$ cat src/rtl/countdown_display.sv
// Multiplexed 3-digit 7-segment driver for a BCD countdown with leading-zero blanking.
// Define COUNTDOWN_DISPLAY_BLINK_EN to blink the display once the latched value reaches 000.
module countdown_display #(
    parameter int unsigned REFRESH_DIV  = 50000,
    parameter int unsigned BLANK_CYCLES = 500
) (
    input  logic       clk,
    input  logic       reset,
    input  logic [3:0] value_three,
    input  logic [3:0] value_two,
    input  logic [3:0] value_one,
    input  logic       sec_timer,
    output logic [2:0] an,
    output logic [6:0] seg
);

    localparam int unsigned CNT_W = (REFRESH_DIV > 2) ? $clog2(REFRESH_DIV) : 1;
    localparam logic [CNT_W-1:0] CNT_MAX     = CNT_W'(REFRESH_DIV - 1);
    localparam logic [CNT_W-1:0] BLANK_START = CNT_W'(BLANK_CYCLES);
    localparam logic [3:0]       RESET_DIGIT = 4'd9;
    localparam logic [6:0]       SEG_OFF     = 7'b1111111;
    localparam logic [2:0]       AN_OFF      = 3'b111;

    typedef enum logic [1:0] {
        SLOT_ONES     = 2'd0,
        SLOT_TENS     = 2'd1,
        SLOT_HUNDREDS = 2'd2
    } slot_e;

    slot_e            digit_idx_q, digit_idx_d;
    logic [CNT_W-1:0] refresh_cnt_q, refresh_cnt_d;
    logic [3:0]       hundreds_q, hundreds_d;
    logic [3:0]       tens_q, tens_d;
    logic [3:0]       ones_q, ones_d;
    logic             first_q, first_d;
    logic [2:0]       an_q, an_d;
    logic [6:0]       seg_q, seg_d;
    logic             blink_phase_q;

    logic             slot_wrap_c;
    logic             frame_latch_c;
    logic             next_zero_c;
    logic [3:0]       sel_digit_c;
    logic             sel_blank_c;

    function automatic logic [6:0] seg_decode(input logic [3:0] digit);
        logic [6:0] code;
        case (digit)
            4'd0:    code = 7'b1000000;
            4'd1:    code = 7'b1111001;
            4'd2:    code = 7'b0100100;
            4'd3:    code = 7'b0110000;
            4'd4:    code = 7'b0011001;
            4'd5:    code = 7'b0010010;
            4'd6:    code = 7'b0000010;
            4'd7:    code = 7'b1111000;
            4'd8:    code = 7'b0000000;
            4'd9:    code = 7'b0010000;
            default: code = 7'b0111111;
        endcase
        return code;
    endfunction

    // Scan state register; reset aborts any slot in progress
    always_ff @(posedge clk) begin
        if (reset) begin
            digit_idx_q   <= SLOT_ONES;
            refresh_cnt_q <= '0;
            hundreds_q    <= RESET_DIGIT;
            tens_q        <= RESET_DIGIT;
            ones_q        <= RESET_DIGIT;
            first_q       <= 1'b1;
            an_q          <= AN_OFF;
            seg_q         <= SEG_OFF;
        end else begin
            digit_idx_q   <= digit_idx_d;
            refresh_cnt_q <= refresh_cnt_d;
            hundreds_q    <= hundreds_d;
            tens_q        <= tens_d;
            ones_q        <= ones_d;
            first_q       <= first_d;
            an_q          <= an_d;
            seg_q         <= seg_d;
        end
    end

    // Refresh counter and slot sequencing
    always_comb begin
        digit_idx_d   = digit_idx_q;
        refresh_cnt_d = refresh_cnt_q + CNT_W'(1);
        slot_wrap_c   = (refresh_cnt_q == CNT_MAX);
        if (slot_wrap_c) begin
            refresh_cnt_d = '0;
            case (digit_idx_q)
                SLOT_ONES:     digit_idx_d = SLOT_TENS;
                SLOT_TENS:     digit_idx_d = SLOT_HUNDREDS;
                SLOT_HUNDREDS: digit_idx_d = SLOT_ONES;
                default:       digit_idx_d = SLOT_ONES;
            endcase
        end
    end

    // Digits are only sampled at frame boundaries so a frame never tears
    always_comb begin
        hundreds_d    = hundreds_q;
        tens_d        = tens_q;
        ones_d        = ones_q;
        first_d       = 1'b0;
        frame_latch_c = first_q || (slot_wrap_c && (digit_idx_q == SLOT_HUNDREDS));
        if (frame_latch_c) begin
            hundreds_d = value_three;
            tens_d     = value_two;
            ones_d     = value_one;
        end
        next_zero_c = (hundreds_d == 4'd0) && (tens_d == 4'd0) && (ones_d == 4'd0);
    end

`ifdef COUNTDOWN_DISPLAY_BLINK_EN
    logic blink_phase_d;

    // Phase only toggles while the value that will be shown is 000
    always_comb begin
        blink_phase_d = 1'b0;
        if (next_zero_c) begin
            blink_phase_d = blink_phase_q ^ sec_timer;
        end
    end

    always_ff @(posedge clk) begin
        if (reset) begin
            blink_phase_q <= 1'b0;
        end else begin
            blink_phase_q <= blink_phase_d;
        end
    end
`else
    logic unused_blink_inputs;

    assign unused_blink_inputs = sec_timer ^ next_zero_c;
    assign blink_phase_q       = 1'b0;
`endif

    // Select the active digit and apply leading-zero blanking
    always_comb begin
        sel_digit_c = ones_q;
        sel_blank_c = 1'b0;
        case (digit_idx_q)
            SLOT_ONES: begin
                sel_digit_c = ones_q;
                sel_blank_c = 1'b0;
            end
            SLOT_TENS: begin
                sel_digit_c = tens_q;
                sel_blank_c = (hundreds_q == 4'd0) && (tens_q == 4'd0);
            end
            SLOT_HUNDREDS: begin
                sel_digit_c = hundreds_q;
                sel_blank_c = (hundreds_q == 4'd0);
            end
            default: begin
                sel_digit_c = ones_q;
                sel_blank_c = 1'b0;
            end
        endcase
    end

    // Anode is held off for the ghost-suppression window at slot start
    always_comb begin
        an_d  = AN_OFF;
        seg_d = seg_decode(sel_digit_c);
        if ((refresh_cnt_q >= BLANK_START) && !sel_blank_c && !blink_phase_q) begin
            case (digit_idx_q)
                SLOT_ONES:     an_d = 3'b110;
                SLOT_TENS:     an_d = 3'b101;
                SLOT_HUNDREDS: an_d = 3'b011;
                default:       an_d = AN_OFF;
            endcase
        end
    end

    assign an  = an_q;
    assign seg = seg_q;

endmodule

$ cat config.mk
export PLATFORM = sky130hd
export DESIGN_NAME = countdown_display
export DESIGN_NICKNAME = d
export VERILOG_FILES = /design/src/rtl/countdown_display.sv
export SDC_FILE = /design/constraint.sdc
export NUM_CORES = 1
export LEC_CHECK = 0
export CAP_MARGIN = 0
export CORE_UTILIZATION = 46
export CTS_BUF_LIST = sky130_fd_sc_hd__clkbuf_8
export DETAILED_ROUTE_END_ITERATION = 10
export GPL_TIMING_DRIVEN = 0
export PLACE_DENSITY = 0.73
export SETUP_SLACK_MARGIN = 0.15
export SYNTH_ARGS = -nofsm -noshare
export SYNTH_HDL_FRONTEND = slang
export SYNTH_SLANG_ARGS = --single-unit
$ cat constraint.sdc
create_clock -name clk -period 2.03 [get_ports clk]
set_input_delay 0.3045 -clock clk [delete_from_list [all_inputs] [get_ports clk]]
set_output_delay 0.3045 -clock clk [all_outputs]
set_load 0.01 [all_outputs]
Word-level counts from Yosys, hierarchy flattened --
Memory sizes are Yosys's and may differ from the RTL's. A register that Yosys moved wholly into a read port is not among the register bits. Cells that the tools add are included. W data, S select, Z words.
Storage, ports and cells: flip-flop bits (word level) 34, ROM bits 112, bits of input ports 15, memories kept 1
Cells by class: $add $sub $neg 1, order comparisons 1, equal/unequal tests 3, muxes and demuxes 5, bitwise operators 1, reductions and logical operators 10
Memory list:
- (no name shown) | depth 16, bits a word 7, read ports 1, clocked after memory_dff 1, write ports 0, RTL line 48 | case (digit)
Operator list (number):
- $add A16 B1 Y16 const B | 1
- $eq A16 B16 Y1 const B | 1
- $ge A16 B9 Y1 const B | 1
- $pmux W3 S3 | 1
- $logic_not A4 Y1 | 2
- $pmux W4 S2 | 1
- $pmux W2 S2 | 1
- $reduce_or A2 Y1 | 2
- $logic_and A1 B1 Y1 | 3
- $eq A2 B1 Y1 const B | 1
- $eq A2 B2 Y1 const B | 1
- $logic_not A2 Y1 | 1
- $pmux W1 S2 | 1
- $logic_not A1 Y1 | 1
- $logic_or A1 B1 Y1 | 1
- $mux W1 | 1
- $not A1 Y1 | 1

Logic depth before layout (Yosys ltp) --
word-level depth 7, depth in mapped cells 9

Least setup slack after synthesis --
OpenSTA, ideal clock, no wires.
path kind register -> register, from register digit_idx_q[0], to register seg_q[1] (netlist: seg[1]), library setup time 0.120 ns, data arrival time 2.021 ns, data required time 1.910 ns, slack -0.111 ns, stages on the path, launching flop included 10, path buffers 1, period minus slack after synthesis 2.141 ns, cells stage by stage dfxtp_1 > inv_1 > ha_1 > clkbuf_1 > nor2_1 > a21oi_1 > inv_1 > ha_1 > a21o_1 > a211o_1
On the way: cells in the longest elaborated chain, start to end 2
Ends and longest elaborated chain:
- start: declaration | RTL line 30 | slot_e digit_idx_q, digit_idx_d;
- start signal: assignment | RTL line 76 | digit_idx_q <= digit_idx_d;
- $eq A2 B2 Y1 or $eq A2 B1 Y1 (tied branches) | RTL line 147 | case (digit_idx_q)
- $pmux W4 S2 (*) | RTL line 147
- end: declaration | RTL line 37 | logic [6:0] seg_q, seg_d;
Mark *: on every way between the ends. The rest lies on a longest branch, timed or not. A chain may end at the register's enable or synchronous reset.

Final worst setup path --
from register refresh_cnt_q[10], to register ones_q[2]
On the way: cells in the longest elaborated chain, start to end 3
Ends and longest elaborated chain:
- start: declaration | RTL line 31 | logic [CNT_W-1:0] refresh_cnt_q, refresh_cnt_d;
- start signal: assignment | RTL line 77 | refresh_cnt_q <= refresh_cnt_d;
- $eq A16 B16 Y1 | RTL line 91 | slot_wrap_c = (refresh_cnt_q == CNT_MAX);
- $logic_and A1 B1 Y1 | RTL line 109 | frame_latch_c = first_q || (slot_wrap_c && (digit_idx_q == SLOT_HUNDREDS));
- $logic_or A1 B1 Y1 | RTL line 109
- end signal: assignment | RTL line 80 | ones_q <= ones_d;
- end: declaration | RTL line 34 | logic [3:0] ones_q, ones_d;
No other way between the ends.

==> impl_metrics.env <==
export IMPL_core_sq_um=3971
export IMPL_min_delay_start="reset"
export IMPL_rr_startpoint="refresh_cnt_q[10]"
export IMPL_grt_overflow=0
export IMPL_seqCellArea_sq_um=828.3
export IMPL_final_period_utilization_pct=90.54
export IMPL_synthArstFlopShare_pct=0
export IMPL_ys_warn_count=0
export IMPL_critical_path_max_fanout=9
export IMPL_grt_first_pass_wirelength_mm=6.444
export IMPL_cts_made_buffers=5
export IMPL_setup_viol=0
export IMPL_insertion_delay_ns=0.30
export IMPL_cts_root_buf="clkbuf_8"
export IMPL_fp_dieW_microns=66.28
export IMPL_peakVddDrop_uv=489.1
export IMPL_antenna_found_initial=0
export IMPL_cellPowerDensity_nw_per_um2=632.9
export IMPL_start_kind="flip-flop"
export IMPL_finalSetupTns_ns=0
export IMPL_hp_class="in -> reg"
export IMPL_slew_violations=0
export IMPL_relSlewSlack_pct=69.69
export IMPL_synth_cells=206
export IMPL_critPathKind="reg -> reg"
export IMPL_multi_input_area_sq_um=1059
export IMPL_port_buffers=23
export IMPL_critical_path_slowest_cell="or4_4"
export IMPL_wl_mm=3.776
export IMPL_vias_per_cell=5.315
export IMPL_synthDistinctLibCells=37
export IMPL_drt_iter0_drc=82
export IMPL_cp_startpoint="refresh_cnt_q[10]"
export IMPL_leakage_nw=0.9324
export IMPL_crit_required_ns=2.20
export IMPL_ys_flop_type="dfxtp_1"
export IMPL_synth_seq_area_share_pct=43.19
export IMPL_syn_nets=231
export IMPL_place_gp_congestion=0.7786
export IMPL_grt_pass1_vias=1419
export IMPL_crit_chain="or4_4 -> o41ai_4 -> buf_12 -> mux2i_1 -> nor2_1"
export IMPL_min_path_cells=1
export IMPL_fmax_mhz=544.1
export IMPL_drc=0
export IMPL_r2r_end="ones_q[2]"
export IMPL_io_pins=25
export IMPL_fillers=345
export IMPL_hold_path_endpoint="first_q"
export IMPL_num_antenna_cells=0
export IMPL_tritoncts="built"
export IMPL_first_pass_iters=4
export IMPL_rsz0062_at_grt="yes"
export IMPL_dieArea_sq_um=4393
export IMPL_ys_ff_latch=41
export IMPL_status="completed"
export IMPL_vias=1552
export IMPL_clockBufferDepth=2
export IMPL_rows=23
export IMPL_start_util_pct=47.86
export IMPL_grt_max_degree=13
export IMPL_cts_clk_slew_worst_paths_ns=0.07
export IMPL_final_common_cell="dfxtp_1"
export IMPL_synth_area_top_cells="dfxtp_1, ha_1, nor2_1"
export IMPL_yosysTopAreaCell="dfxtp_1"
export IMPL_wire_per_inst_microns=12.93
export IMPL_ff2ff_setup_slack_ns=0.19
export IMPL_dp_hpwl_mm=2.611
export IMPL_hold_ws_ns=0.4749
export IMPL_synth_avg_cell_area_sq_um=9.226
export IMPL_synth_edf_count=0
export IMPL_syn_to_final_growth_pct=27.06
export IMPL_drive_above_1_share_pct=16.53
export IMPL_hold_buffers=0
export IMPL_min_period_ns=1.838
export IMPL_setup_slack_ns=0.1920
export IMPL_setup_worst_path_end_class="flip-flop"
export IMPL_skew_ns=0.007093
export IMPL_die_height_microns=66.28
export IMPL_hold_viol=0
export IMPL_pre_cts_ws_ns=-0.1391
export IMPL_nets=266
export IMPL_drv_cap=0
export IMPL_synth_area_sq_um=1901
export IMPL_grt_usage_pct=19.57
export IMPL_ctsHtreeMaxLevel=2
export IMPL_layout_common_cells="dfxtp_1, nor2_1, clkdlybuf4s50_1"
export IMPL_tightestPinTransition_ns=0.4547
export IMPL_synth_top_area_share_pct=43.19
export IMPL_cpPeakStageDelay_ns=0.59
export IMPL_final_antenna_net_count=0
export IMPL_clock_sinks=41
export IMPL_cp_arrival_ns=2.01
export IMPL_reg2reg_depth=5
metrics by stage:
stage / cells / utilization (%) / cell area [sq um] / total power, mW
6_report: 292 / 60.81 / 2415 / 1.528
5_1_grt: 292 / 60.81 / 2415 / 1.597
4_1_cts: 291 / 59.86 / 2377 / 1.550
3_5_place_dp: 279 / 55.61 / 2208 / 1.035
3_3_place_gp: 279 / 55.61 / 2208 / 1.031
2_1_floorplan: 206 / - / 1916 / 0.9644
power by group:
part | total [mW] | leakage (nW) | switching [mW] | internal [mW]
clock | 0.503 | 0.0491 | 0.270 | 0.233
combinational | 0.172 | 0.545 | 0.0780 | 0.0937
sequential | 0.853 | 0.338 | 0.0194 | 0.834
total | 1.53 | 0.932 | 0.368 | 1.16
synthesized netlist by cell type (5+ instances only):
master	number
mux2i_1	9
inv_1	8
ha_1	10
xor2_1	7
nand3_1	7
nor2_1	33
a21o_1	7
clkbuf_1	5
dfxtp_1	41
nand4_1	8
a21oi_1	9
xnor2_1	5
nor3_1	8
nand2_1	6
how the worst max path moves through the flow:
stage | endpoint | slack (ns) | cells after the start
floorplan | seg[1] | 0.14 | 9
global placement | tens_q[3] | -0.07 | 7
detailed placement | hundreds_q[3] | -0.14 | 7
CTS | seg[1] | 0.15 | 9
global route | seg[1] | 0.11 | 8
finish | ones_q[2] | 0.19 | 5
flip-flops by register name, summed over array words and instances, names as in the netlist:
register and count:
seg 7, hundreds_q 4, refresh_cnt_q 16, digit_idx_q 2, first_q 1, an 3
tens_q 4, ones_q 4
cell type report:
cell class,count,area share [%]
inverters,8,1.347
clock inverters,3,0.5699
flip-flops and latches,41,34.30
plain buffers,10,2.902
multi-input cells,147,43.83
well taps,50,2.591
clock buffers,5,2.850
repair buffers,28,11.61
per-layer routing:
metal / share of wire (%) / global-route usage, %
met1: 50 / 25.50
met2: 45 / 30.10
met3: 2.4 / 3.621
met4: 2.8 / 10.90
met5: 0 / 0
kinds of logic (layout without fill, tap and decap cells):
group	after synthesis	after routing	share of synthesized area, %
and+or+nand+nor	80	80	21.53
buffers and inverters	18	54	4.213
muxes	9	9	4.740
xor gates and xnor gates	12	12	5.530
adders and majority gates	10	10	6.583
AOI/OAI and AO/OA	36	36	14.22
DFF	41	41	43.19
worst max-delay path, delay by kind of cell (launching register included):
family / cells / cell delay [ns]
simple gates: 2 / 0.64
compound gates: 1 / 0.36
flops: 1 / 0.34
mux: 1 / 0.19
buf+inv: 1 / 0.18
timing repair:
item / 4_1_cts / 5_1_grt
cloned: 0 / 0
gates resized for setup: 11 / 10
pin swaps: 2 / 2
endpoints found under the setup margin: 25 / 25
buffers inserted: 4 / 1
Note: power is estimated with default switching activity, not from simulation.
